`src/rtl/fir_pkg.sv`:
```
// rtl/fir_pkg.sv - shared state encoding, widths and helpers for the FIR MAC sequencer
//
// Purpose : common definitions imported by fir_tap_counter and fir_mac_sequencer.
// Contents: FIR_ACC_W  default accumulator / result width
//           S_*        raw state encodings (kept as plain constants for legacy users)
//           fir_state_e sequencer state type built on those encodings
//           addr_w()   address width needed to index a given number of taps
package fir_pkg;

  localparam int FIR_ACC_W = 40;

  localparam logic [2:0] S_INIT  = 3'd0;
  localparam logic [2:0] S_IDLE  = 3'd1;
  localparam logic [2:0] S_MAC   = 3'd2;
  localparam logic [2:0] S_DRAIN = 3'd3;
  localparam logic [2:0] S_CAPT  = 3'd4;
  localparam logic [2:0] S_OUT   = 3'd5;

  typedef enum logic [2:0] {
    ST_INIT  = S_INIT,
    ST_IDLE  = S_IDLE,
    ST_MAC   = S_MAC,
    ST_DRAIN = S_DRAIN,
    ST_CAPT  = S_CAPT,
    ST_OUT   = S_OUT
  } fir_state_e;

  // Smallest width w with 2**w >= ntaps, never below 1 so a port is always legal.
  function automatic int addr_w(input int ntaps);
    int w;
    w = 0;
    while ((1 << w) < ntaps) begin
      w = w + 1;
    end
    return (w < 1) ? 1 : w;
  endfunction

endpackage

```
`src/rtl/fir_tap_counter.sv`:
```
// rtl/fir_tap_counter.sv - W-bit up counter with clear, enable and terminal-count flag
//
// Purpose : index generator used by the sequencer for both the delay-line
//           zero-fill index and the tap index. Wraps naturally to 0 after
//           the all-ones value, so a full pass leaves it ready for the next.
// Ports   : i_clk    rising-edge clock
//           i_rst_n  asynchronous active-low reset (count -> 0)
//           i_clr    synchronous clear, wins over i_en
//           i_en     advance by one
//           o_count  current count
//           o_tc     high while the count is at its last value (all ones)
module fir_tap_counter
  import fir_pkg::*;
#(
  parameter int W = addr_w(16)
) (
  input  logic         i_clk,
  input  logic         i_rst_n,
  input  logic         i_clr,
  input  logic         i_en,
  output logic [W-1:0] o_count,
  output logic         o_tc
);

  logic [W-1:0] r_count;

  always_ff @(posedge i_clk or negedge i_rst_n) begin
    if (!i_rst_n) begin
      r_count <= '0;
    end else if (i_clr) begin
      r_count <= '0;
    end else if (i_en) begin
      r_count <= r_count + 1'b1;
    end
  end

  assign o_count = r_count;
  assign o_tc    = &r_count;

endmodule

```
`src/rtl/fir_mac_sequencer.sv`:
```
// rtl/fir_mac_sequencer.sv - control sequencer for a time-multiplexed single-MAC FIR datapath
//
// Purpose : accepts one sample per handshake, zero-fills the circular delay
//           line after reset/flush, walks every tap through the shared MAC
//           and captures the accumulator into a handshaked output register.
//           No arithmetic lives here; RAM, ROM and MAC sit beside this block.
// Ports   : i_clk          rising-edge clock
//           i_rst_n        asynchronous active-low reset
//           i_flush        re-zero request, honoured only in IDLE
//           i_in_valid     sample offered      / o_in_ready   sample taken
//           o_dl_wr_en     delay-line write    / o_dl_wr_zero write 0 instead of sample
//           o_dl_wr_addr   delay-line write address
//           o_dl_rd_addr   delay-line read address (1-cycle read latency)
//           o_coef_addr    coefficient ROM address (1-cycle read latency)
//           o_mac_en       MAC consumes the current read data
//           o_mac_clr      with o_mac_en: load product instead of accumulating
//           i_acc_in       registered accumulator from the datapath
//           o_out_valid    result available    / i_out_ready  result taken
//           o_out_data     captured result, held while o_out_valid
//           o_busy         high in every state except IDLE
module fir_mac_sequencer
  import fir_pkg::*;
#(
  parameter  int NTAPS = 16,
  parameter  int ACC_W = FIR_ACC_W,
  localparam int AW    = addr_w(NTAPS)
) (
  input  logic             i_clk,
  input  logic             i_rst_n,
  input  logic             i_flush,
  input  logic             i_in_valid,
  output logic             o_in_ready,
  output logic             o_dl_wr_en,
  output logic             o_dl_wr_zero,
  output logic [AW-1:0]    o_dl_wr_addr,
  output logic [AW-1:0]    o_dl_rd_addr,
  output logic [AW-1:0]    o_coef_addr,
  output logic             o_mac_en,
  output logic             o_mac_clr,
  input  logic [ACC_W-1:0] i_acc_in,
  output logic             o_out_valid,
  input  logic             i_out_ready,
  output logic [ACC_W-1:0] o_out_data,
  output logic             o_busy
);

  fir_state_e       r_state;
  fir_state_e       w_state_nxt;

  logic [AW-1:0]    r_wptr;
  logic             r_mac_en;
  logic             r_mac_clr;
  logic [ACC_W-1:0] r_out_data;

  logic [AW-1:0]    w_init_idx;
  logic             w_init_tc;
  logic [AW-1:0]    w_tap_idx;
  logic             w_tap_tc;

  logic             w_in_init;
  logic             w_in_idle;
  logic             w_in_mac;
  logic             w_flush_req;
  logic             w_accept;

  assign w_in_init   = (r_state == ST_INIT);
  assign w_in_idle   = (r_state == ST_IDLE);
  assign w_in_mac    = (r_state == ST_MAC);

  // Flush outranks a simultaneous sample, so the handshake is withheld that cycle.
  assign w_flush_req = w_in_idle & i_flush;
  assign w_accept    = w_in_idle & ~i_flush & i_in_valid;

  // Zero-fill index; it wraps back to 0 on the last write so a later flush
  // starts from 0 as well, the clear only guards that invariant.
  fir_tap_counter #(
    .W (AW)
  ) u_init_cnt (
    .i_clk   (i_clk),
    .i_rst_n (i_rst_n),
    .i_clr   (w_flush_req),
    .i_en    (w_in_init),
    .o_count (w_init_idx),
    .o_tc    (w_init_tc)
  );

  // Tap index k, restarted on every accepted sample.
  fir_tap_counter #(
    .W (AW)
  ) u_tap_cnt (
    .i_clk   (i_clk),
    .i_rst_n (i_rst_n),
    .i_clr   (w_accept),
    .i_en    (w_in_mac),
    .o_count (w_tap_idx),
    .o_tc    (w_tap_tc)
  );

  always_comb begin
    w_state_nxt = r_state;
    case (r_state)
      ST_INIT:  if (w_init_tc) w_state_nxt = ST_IDLE;
      ST_IDLE: begin
        if (i_flush) begin
          w_state_nxt = ST_INIT;
        end else if (i_in_valid) begin
          w_state_nxt = ST_MAC;
        end
      end
      ST_MAC:   if (w_tap_tc) w_state_nxt = ST_DRAIN;
      ST_DRAIN: w_state_nxt = ST_CAPT;
      ST_CAPT:  w_state_nxt = ST_OUT;
      ST_OUT:   if (i_out_ready) w_state_nxt = ST_IDLE;
      default:  w_state_nxt = ST_INIT;
    endcase
  end

  always_ff @(posedge i_clk or negedge i_rst_n) begin
    if (!i_rst_n) begin
      r_state <= ST_INIT;
    end else begin
      r_state <= w_state_nxt;
    end
  end

  // Write pointer: newest sample slot. Re-zeroing the line also rewinds it;
  // it advances only once the result has been handed off.
  always_ff @(posedge i_clk or negedge i_rst_n) begin
    if (!i_rst_n) begin
      r_wptr <= '0;
    end else if (w_in_init) begin
      r_wptr <= '0;
    end else if ((r_state == ST_OUT) && i_out_ready) begin
      r_wptr <= r_wptr + 1'b1;
    end
  end

  // Read data and coefficient arrive one cycle after the address, so the MAC
  // strobes trail the issue by one cycle; the first tap loads instead of adds.
  always_ff @(posedge i_clk or negedge i_rst_n) begin
    if (!i_rst_n) begin
      r_mac_en  <= 1'b0;
      r_mac_clr <= 1'b0;
    end else begin
      r_mac_en  <= w_in_mac;
      r_mac_clr <= w_in_mac && (w_tap_idx == '0);
    end
  end

  // Accumulator is registered in the datapath: after the last mac_en in DRAIN
  // it holds the final sum during CAPT.
  always_ff @(posedge i_clk or negedge i_rst_n) begin
    if (!i_rst_n) begin
      r_out_data <= '0;
    end else if (r_state == ST_CAPT) begin
      r_out_data <= i_acc_in;
    end
  end

  assign o_in_ready   = w_in_idle & ~i_flush;

  // INIT is also the reset state; gating with the reset input keeps the RAM
  // from being written while reset is still asserted.
  assign o_dl_wr_en   = (w_in_init & i_rst_n) | w_accept;
  assign o_dl_wr_zero = w_in_init;
  assign o_dl_wr_addr = w_in_init ? w_init_idx : r_wptr;

  // Tap k reads the sample k steps older than the newest; AW-bit wrap gives
  // the circular indexing for free.
  assign o_dl_rd_addr = r_wptr - w_tap_idx;
  assign o_coef_addr  = w_tap_idx;

  assign o_mac_en     = r_mac_en;
  assign o_mac_clr    = r_mac_clr;
  assign o_out_valid  = (r_state == ST_OUT);
  assign o_out_data   = r_out_data;
  assign o_busy       = ~w_in_idle;

endmodule

```
`config.mk`:
```
export PLATFORM = sky130hd
export DESIGN_NAME = fir_mac_sequencer
export DESIGN_NICKNAME = d
export VERILOG_FILES = /design/src/rtl/fir_pkg.sv /design/src/rtl/fir_tap_counter.sv /design/src/rtl/fir_mac_sequencer.sv
export SDC_FILE = /design/constraint.sdc
export NUM_CORES = 1
export LEC_CHECK = 0
export CORE_ASPECT_RATIO = 2
export CORE_UTILIZATION = 46
export DETAILED_ROUTE_END_ITERATION = 6
export PLACE_DENSITY = 0.91
export REMOVE_ABC_BUFFERS = 1
export SLEW_MARGIN = 40
export SYNTH_ARGS = -nofsm -noshare
export SYNTH_HDL_FRONTEND = slang
export SYNTH_SLANG_ARGS = --single-unit
```
`constraint.sdc`:
```
create_clock -name i_clk -period 3.65 [get_ports i_clk]
set_input_delay 0.5475 -clock i_clk [delete_from_list [all_inputs] [get_ports i_clk]]
set_output_delay 0.5475 -clock i_clk [all_outputs]
set_load 0.02 [all_outputs]
```
==> flow_summary.toml, run 1 <==
[sta]
hold_viol = 0
fin_crit_sh = 0.787
slew_violations = 0
slew_headroom = 0.520
rsz0062_at_grt = "no"
holdWs_ns = 0.405
fin_setup_tns_ns = 0
clock.fmax_mhz = 348
tightest_slew_ns = 0.720
setup_viol = 0
fin_skew_ns = 0.00582
min_period_ns = 2.87

[power]
intPower_w = 0.00225
pwr-share-comb = 0.551
seqPwrFrac = 0.312
power_density_nw_per_um2 = 970
clkPwrFrac = 0.138
p_total_w = 0.00362
p_switching_w = 0.00137
irDropWorstVdd_v = 0.000766
swShare = 0.379
p_leak_nw = 1.63

[final_layout]
syn2layout_area_growth_pct = 49.0
fill_cells = 381
nNetsFinal = 353
diodes = 0
layout_common_cells = "clkdlybuf4s50_1, dfrtp_1, mux2_2"
regArea_um2 = 1430
final_common_cell = "clkdlybuf4s50_1"
fin_cells = 361
drive_gt1_frac = 0.195
multiInputGateArea_um2 = 995
stdcell_area_um2 = 3730

[routing]
first_pass_iters = 4
vias = 1835
final_antenna_net_count = 0
drt-total-wl_mm = 5.69
drtIter0Drc = 22
viasPerCell = 5.08
drc = 0
wl_per_cell_um = 15.8

[critical_path]
crit-reg2reg-launch = "r_state[2]$_DFFE_PN0P_"
path_max_fanout = 8
crit_arrival_ns = 2.33
crit_path_end_kind = "output pin"
crit_type = "reg2out"
worstRegToRegCells = 3
start_kind = "flop"
crit_start = "r_state[0]$_DFFE_PN0P_"
crit_required_ns = 3.10

[placement]
portBuffers = 103
gp_congestion = 0.754
place_hpwl_mm = 4.23
post-place-cells = 347
place_area_um2 = 3570

[global_routing]
antenna_found_initial = 0
groute.usage.overall = 0.219
grt_pass1_vias = 1872
grt-ovfl-total = 0
grt_max_degree = 58
grt_pass1_wl_mm = 8.72

[floorplanning]
initial_core_util = 0.483
ioPinCount = 104
dieArea_um2 = 5760
die_y_um = 106
num_rows = 37
core_um2 = 5180
die_w_um = 54.2

[clock_tree]
clk_pin_slew_worst_paths_ns = 0.06
cts_buffer_depth = 2
cts.repair.resized = 0
cts_tree = "done"
cts_hold_buf = 0
htree_levels = 3
cts.sinks = 57
cts_buffers = 9
cts_root_buf = "clkbuf_8"
postCtsSetupBuffers = 0
clock_latency_ns = 0.33

[outcome]
status = "finished, final reports clean"

[yosys]
yosysSeqAreaShare = 0.569
ys_ff_latch = 57
syn-instance-count = 192
synth.distinct_cells = 32
avgSynthCellArea_um2 = 13.0
netlist_area_um2 = 2500
yosysWarnings = 0

[worst_hold_path]
min_path_type = "in2async"

[job]
cap_viol_max_count = 0
-- cells by family after synthesis --
kind of cell,share of synthesized area
flops,0.569
simple gates,0.0984
mux,0.192
buf+inv,0.0360
compound gates,0.0265
xor+xnor,0.0350
fa+ha+maj,0.0430
-- per-layer routing --
| metal | GRT usage | share of wire | vias up |
|---|---|---|---|
| met5 | 0 | 0 | - |
| met4 | 0.121 | 0.031 | 0 |
| met3 | 0.0629 | 0.051 | 14 |
| met2 | 0.382 | 0.58 | 61 |
| met1 | 0.213 | 0.34 | 894 |
| li1 | - | - | 866 |
-- per-stage QoR --
stage          setup WS [ns]   util
4_1_cts                0.748  0.720
3_3_place_gp            1.08  0.688
2_1_floorplan          0.958      -
3_5_place_dp            1.05  0.688
5_1_grt                0.655  0.720
6_report               0.776  0.720
-- registers in the layout (all words and copies together) (netlist names) --
| signal | cells |
|---|---|
| o_mac_clr | 1 |
| u_tap_cnt.o_count | 4 |
| o_mac_en | 1 |
| r_wptr | 4 |
| o_out_data | 40 |
| u_init_cnt.o_count | 4 |
| r_state | 3 |
-- worst paths after layout --
| kind | endpoint | slack, ns |
|---|---|---|
| setup / recovery | o_dl_wr_en | 0.78 |
| hold / removal | u_tap_cnt.o_count[1]$_DFFE_PN0P_ | 0.40 |
| setup reg to reg | o_out_data[13]$_DFFE_PN0N_ | 1.88 |
| hold reg to reg | o_out_data[7]$_DFFE_PN0N_ | 0.48 |
| max in group asynchronous | o_out_data[38]$_DFFE_PN0N_ | 2.77 |
| min in group i_clk | o_out_data[7]$_DFFE_PN0N_ | 0.48 |
-- cell usage after synthesis, drive strengths merged --
| master | count | area [um2] |
|---|---|---|
| nor2 | 13 | 53.8 |
| clkinv | 1 | 5.00 |
| or3b | 1 | 11.3 |
| a41oi | 1 | 8.76 |
| or3 | 1 | 11.3 |
| dfrtp | 57 | 1430 |
| and2 | 2 | 13.8 |
| o21ai | 3 | 15.0 |
| ha | 7 | 87.6 |
| inv | 8 | 30.0 |
| mux2i | 3 | 30.0 |
| buf | 8 | 55.1 |
| xnor2 | 6 | 52.6 |
| a21oi | 4 | 20.0 |
| nor2b | 2 | 12.5 |
| nor3b | 2 | 31.3 |
| a21o | 2 | 15.0 |
| fa | 1 | 20.0 |
| nand4 | 4 | 25.0 |
| nand2 | 17 | 63.8 |
| and3 | 2 | 12.5 |
| nor3 | 1 | 5.00 |
| or2 | 1 | 6.26 |
| o211ai | 1 | 7.51 |
| xor2 | 4 | 35.0 |
| mux2 | 40 | 450 |
-- critical path: stages (launching register included) --
cell and delay [ns]:
dfrtp_1 0.52, or3b_4 0.44, nor2_2 0.11, and2_2 0.21
a21o_1 0.11, clkdlybuf4s50_1 0.60
-- layout make-up --
type / instances / area share
sequential: 57 / 0.382
tap: 58 / 0.0194
clock buffer: 14 / 0.0436
inverter: 9 / 0.00939
timing repair buffer: 105 / 0.279
multi-input combinational: 118 / 0.267
-- power by group through the flow --
| stage | Combinational, W | Sequential (W) | Clock [W] |
|---|---|---|---|
| floorplan | 0.000807 | 0.00142 | 0 |
| global placement | 0.00197 | 0.00112 | 0 |
| detailed placement | 0.00201 | 0.00114 | 0 |
| CTS | 0.00202 | 0.00113 | 0.000516 |
| global route | 0.00212 | 0.00117 | 0.000538 |
| finish | 0.00199 | 0.00113 | 0.000499 |
No activity file was read; power rests on OpenSTA's default activity.
==> run 2, diff against run 1 <==
--- a/config.mk
+++ b/config.mk
@@ -6,9 +6,9 @@
 export NUM_CORES = 1
 export LEC_CHECK = 0
 export CORE_ASPECT_RATIO = 2
-export CORE_UTILIZATION = 46
+export CORE_UTILIZATION = 43
 export DETAILED_ROUTE_END_ITERATION = 6
-export PLACE_DENSITY = 0.91
+export PLACE_DENSITY = 0.86
 export REMOVE_ABC_BUFFERS = 1
 export SLEW_MARGIN = 40
 export SYNTH_ARGS = -nofsm -noshare
==> constraint.sdc (replaced) <==
create_clock -name i_clk -period 2.77 [get_ports i_clk]
set_input_delay 0.4155 -clock i_clk [delete_from_list [all_inputs] [get_ports i_clk]]
set_output_delay 0.4155 -clock i_clk [all_outputs]
set_load 0.02 [all_outputs]
==> run 2 against run 1 <==
  * Sequential cell count did not move
  * Total power rose by 40%
  * Sequential power rose by 33%
==> flow_summary.toml, run 2 (same netlist as run 1, synthesis figures left out) <==
[final_layout]
fill_cells = 446
diodes = 0
drive_gt1_frac = 0.202
final_common_cell = "clkdlybuf4s50_1"
syn2layout_area_growth_pct = 52.8
fin_cells = 363
nNetsFinal = 353
stdcell_area_um2 = 3830
largest_register_ffs = 40
layout_common_cells = "clkdlybuf4s50_1, dfrtp_1, mux2_2"

[power]
clkPwrFrac = 0.185
seqPwrFrac = 0.295
swShare = 0.367
irDropWorstVdd_v = 0.000906
p_switching_w = 0.00186
p_leak_nw = 1.67
power_density_nw_per_um2 = 1320
pwr-share-comb = 0.519
intPower_w = 0.00321

[sta]
holdWs_ns = 0.291
min_period_ns = 2.67
fin_crit_sh = 0.964
setup_viol = 0
slew_violations = 0
tightest_slew_ns = 0.724
fin_skew_ns = 0.00420
rsz0062_at_grt = "no"
fin_setup_tns_ns = 0
slew_headroom = 0.518
hold_viol = 0
clock.fmax_mhz = 375

[clock_tree]
clk_pin_slew_worst_paths_ns = 0.05
cts_tree = "done"
cts_buffer_depth = 2
cts_buffers = 9
cts_root_buf = "clkbuf_16"
cts_hold_buf = 0
htree_levels = 3
cts.sinks = 57
postCtsSetupBuffers = 0
clock_latency_ns = 0.31

[floorplanning]
num_rows = 39
die_y_um = 110
die_w_um = 56.0
ioPinCount = 104
dieArea_um2 = 6150
core_um2 = 5660
initial_core_util = 0.443

[global_routing]
groute.usage.overall = 0.203
grt_max_degree = 58
grt_pass1_wl_mm = 9.38
antenna_found_initial = 0
grt-ovfl-total = 0
grt_pass1_vias = 1964

[placement]
place_area_um2 = 3570
gp_congestion = 0.752
portBuffers = 103
post-place-cells = 350
place_hpwl_mm = 4.27

[routing]
viasPerCell = 5.11
drc = 0
final_antenna_net_count = 0
drtIter0Drc = 65
drt-total-wl_mm = 5.87
first_pass_iters = 6
vias = 1856
wl_per_cell_um = 16.2

[critical_path]
start_kind = "flop"
crit_required_ns = 2.35
crit-reg2reg-launch = "r_state[2]$_DFFE_PN0P_"
crit_arrival_ns = 2.25
crit_type = "reg2out"
path_max_fanout = 11
crit_path_end_kind = "output pin"
crit_start = "r_state[2]$_DFFE_PN0P_"

[worst_hold_path]
min_path_type = "in2async"

[job]
cap_viol_max_count = 0

[outcome]
status = "finished, final reports clean"
-- run 2: changes by cell type in the layout (fill, tap and decap cells not counted), sizes merged --
cell,change
clkbuf,-2
clkinv,+1
-- run 2: worst paths after layout --
check	endpoint	slack, ns	depth (start not counted)
worst min-delay path	o_out_data[33]$_DFFE_PN0N_	0.29	2
min in group i_clk	o_out_data[9]$_DFFE_PN0N_	0.48	1
max in group asynchronous	r_state[0]$_DFFE_PN0P_	1.97	2
worst max register to register	o_out_data[24]$_DFFE_PN0N_	1.09	3
worst min register to register	o_out_data[9]$_DFFE_PN0N_	0.48	1
worst max-delay path	o_dl_wr_en	0.10	5
-- run 2: routing by layer --
metal	GRT usage	up-vias	share of wire
met5	0	-	0
met4	0.139	0	0.038
met3	0.0471	18	0.048
met2	0.378	76	0.57
met1	0.194	897	0.35
li1	-	865	-
-- run 2: what timing repair did --
action | in CTS | in global routing
endpoints found under the setup margin | 0 | 1
hold endpoints to repair | 0 | 0
resized for setup | 0 | 2
-- run 2: stage by stage --
step / utilization / setup slack [ns] / power, W
final: 0.676 / 0.100 / 0.00507
after floorplan: - / 0.0784 / 0.00294
after CTS: 0.676 / 0.0430 / 0.00512
after detailed placement: 0.631 / 0.396 / 0.00416
after global routing: 0.676 / 0.0293 / 0.00537
after global placement: 0.631 / 0.438 / 0.00407
-- run 2: critical path, stage by stage (launching register included) --
cell	delay (ns)
dfrtp_2	0.48
or3b_4	0.44
nor2_2	0.11
and2_2	0.22
a21o_1	0.10
clkdlybuf4s50_1	0.59
-- run 2: final cells by class --
type	count	area [um2]	area share
multi-input combinational	118	995	0.260
clock buffer	12	246	0.0644
sequential	57	1430	0.373
timing repair buffer	105	1040	0.272
clock inverter	1	5.00	0.00131
inverter	9	35.0	0.00915
tap	61	76.3	0.0199
-- run 2: power by group through the flow --
stage               combinational (W)  clock (W)  sequential [W]
global route                  0.00281    0.00100         0.00156
floorplan                     0.00106          0         0.00188
global placement              0.00260          0         0.00147
CTS                           0.00267   0.000961         0.00150
detailed placement            0.00265          0         0.00151
finish                        0.00263   0.000938         0.00150
==> run 3, diff against run 2 <==
--- a/config.mk
+++ b/config.mk
@@ -6,10 +6,12 @@
 export NUM_CORES = 1
 export LEC_CHECK = 0
 export CORE_ASPECT_RATIO = 2
+export CORE_MARGIN = 5
 export CORE_UTILIZATION = 43
 export DETAILED_ROUTE_END_ITERATION = 6
 export PLACE_DENSITY = 0.86
 export REMOVE_ABC_BUFFERS = 1
+export SKIP_LAST_GASP = 1
 export SLEW_MARGIN = 40
 export SYNTH_ARGS = -nofsm -noshare
 export SYNTH_HDL_FRONTEND = slang
==> run 3 against run 2 <==
  * Sequential power is essentially flat
  * Final area rose by 0.72%
  * Clock skew is essentially flat
  * Critical path type unchanged
  * Highest routed layer unchanged
==> flow_summary.toml, run 3 (same netlist as run 1, synthesis figures left out) <==
[clock_tree]
clk_pin_slew_worst_paths_ns = 0.05
cts_tree = "done"
cts_hold_buf = 0
cts.sinks = 57
cts_root_buf = "clkbuf_16"
cts_buffers = 9
htree_levels = 3
postCtsSetupBuffers = 0
cts_buffer_depth = 2
clock_latency_ns = 0.31

[routing]
drc = 0
vias = 1834
drtIter0Drc = 42
first_pass_iters = 4
viasPerCell = 5.01
wl_per_cell_um = 16.9
final_antenna_net_count = 0
drt-total-wl_mm = 6.17

[floorplanning]
die_y_um = 118
core_um2 = 5710
initial_core_util = 0.439
dieArea_um2 = 7540
ioPinCount = 104
die_w_um = 64.0
num_rows = 39

[critical_path]
crit_required_ns = 2.35
r2r_slack_ns = 0.98
slowest_stage = "clkdlybuf4s50_1"
crit_path_end_kind = "output pin"
cp_num_buf_inv = 1
crit_type = "reg2out"
cp_slowest_stage_delay_ns = 0.60
crit_chain = "or3b_4 > nor2_2 > and2_2 > a21o_1 > clkdlybuf4s50_1"
cp_num_cells = 5
r2r_end = "o_out_data[17]$_DFFE_PN0N_"
worstRegToRegCells = 3
crit-reg2reg-launch = "r_state[2]$_DFFE_PN0P_"
path_max_fanout = 11
cpLargestDelayFamily = "simple AND/OR/NAND/NOR gates"
crit_arrival_ns = 2.30
start_kind = "flop"
crit_start = "r_state[2]$_DFFE_PN0P_"
endpoint = "o_dl_wr_en"

[final_layout]
fin_cells = 366
drive_gt1_frac = 0.207
diodes = 0
stdcell_area_um2 = 3850
largest_register_ffs = 40
fill_cells = 431
syn2layout_area_growth_pct = 53.9
final_common_cell = "clkdlybuf4s50_1"
layout_common_cells = "clkdlybuf4s50_1, dfrtp_1, mux2_2"
nNetsFinal = 353

[power]
seqPwrFrac = 0.292
p_switching_w = 0.00186
swShare = 0.365
intPower_w = 0.00324
clkPwrFrac = 0.192
irDropWorstVdd_v = 0.00108
pwr-share-comb = 0.516
power_density_nw_per_um2 = 1320
p_leak_nw = 1.71

[placement]
place_hpwl_mm = 4.76
post-place-cells = 350
portBuffers = 103
gp_congestion = 0.836
place_area_um2 = 3570

[worst_hold_path]
min_path_type = "in2async"

[global_routing]
grt_pass1_wl_mm = 10.1
groute.usage.overall = 0.177
grt_pass1_vias = 2000
met3_usage = 0.0420
grt-busiest-layer = "met2"
grt-ovfl-total = 0
grt_max_degree = 58
use_met2 = 0.311
antenna_found_initial = 0
grt.met1_usage = 0.175

[sta]
setup_viol = 0
slew_violations = 0
hold_viol = 0
min_period_ns = 2.71
tightest_slew_ns = 0.707
fin_crit_sh = 0.980
rsz0062_at_grt = "yes"
clock.fmax_mhz = 368
fin_skew_ns = 0.00409
slew_headroom = 0.529

[outcome]
status = "finished, final reports clean"

[job]
cap_viol_max_count = 0
run 3: cell types whose count changed in the layout (fill, tap and decap cells not counted):
cell	before	now
clkinv_2	2	4
dfrtp_1	55	56
clkbuf_8	1	2
dlymetal6s2s_1	0	2
clkdlybuf4s50_1	102	100
dfrtp_2	2	1
run 3: through the flow:
stage / setup TNS, ns / utilization / setup slack (ns) / total power [W] / hold slack, ns
after global routing: -0.0424 / 0.675 / -0.0424 / 0.00542 / 0.359
after floorplan: 0 / - / 0.0784 / 0.00294 / 0.120
after detailed placement: 0 / 0.626 / 0.352 / 0.00418 / 0.477
after CTS: 0 / 0.674 / 0.00368 / 0.00519 / 0.324
after global placement: 0 / 0.626 / 0.435 / 0.00410 / 0.468
final: 0 / 0.675 / 0.0556 / 0.00510 / 0.303
run 3: power groups by stage:
stage,Combinational (W),Sequential [W],Clock (W)
global route,0.00282,0.00154,0.00106
detailed placement,0.00267,0.00150,0
CTS,0.00268,0.00149,0.00101
global placement,0.00262,0.00148,0
finish,0.00264,0.00149,0.000980
floorplan,0.00106,0.00188,0
run 3: what timing repair did:
| action | in CTS | in global routing |
|---|---|---|
| endpoints found under the hold margin | 0 | 0 |
| setup endpoints to repair | 0 | 3 |
| resized for setup | 0 | 3 |
run 3: final cells by class:
type,count,area [um2],share of cell area
multi-input combinational,118,995,0.258
sequential,57,1430,0.370
clock inverter,3,15.0,0.00389
tap,61,76.3,0.0198
timing repair buffer,105,1050,0.271
inverter,9,35.0,0.00909
clock buffer,13,260,0.0675
run 3: worst reg2reg max path, cell delays in order, from the launching register on:
cell     delay [ns]
dfrtp_1        0.55
nor3b_4        0.25
buf_4          0.46
mux2_2         0.42
run 3: per-layer routing:
metal | part of all wire | wire [um] | vias to the layer above
met1 | 0.34 | 2100 | 878
met4 | 0.046 | 284 | 0
met5 | 0 | 0 | -
met2 | 0.57 | 3520 | 68
met3 | 0.042 | 260 | 16
li1 | - | - | 872
run 3: worst min-delay path by stage:
stage / start / end / depth (start not counted)
after floorplan: i_rst_n / o_mac_clr$_DFF_PN0_ / 0
after global placement: o_out_data[9]$_DFFE_PN0N_ / o_out_data[9]$_DFFE_PN0N_ / 1
after detailed placement: o_out_data[9]$_DFFE_PN0N_ / o_out_data[9]$_DFFE_PN0N_ / 1
after CTS: i_rst_n / o_out_data[1]$_DFFE_PN0N_ / 2
after global routing: i_rst_n / o_out_data[1]$_DFFE_PN0N_ / 2
final: i_rst_n / u_init_cnt.o_count[2]$_DFFE_PN0P_ / 2
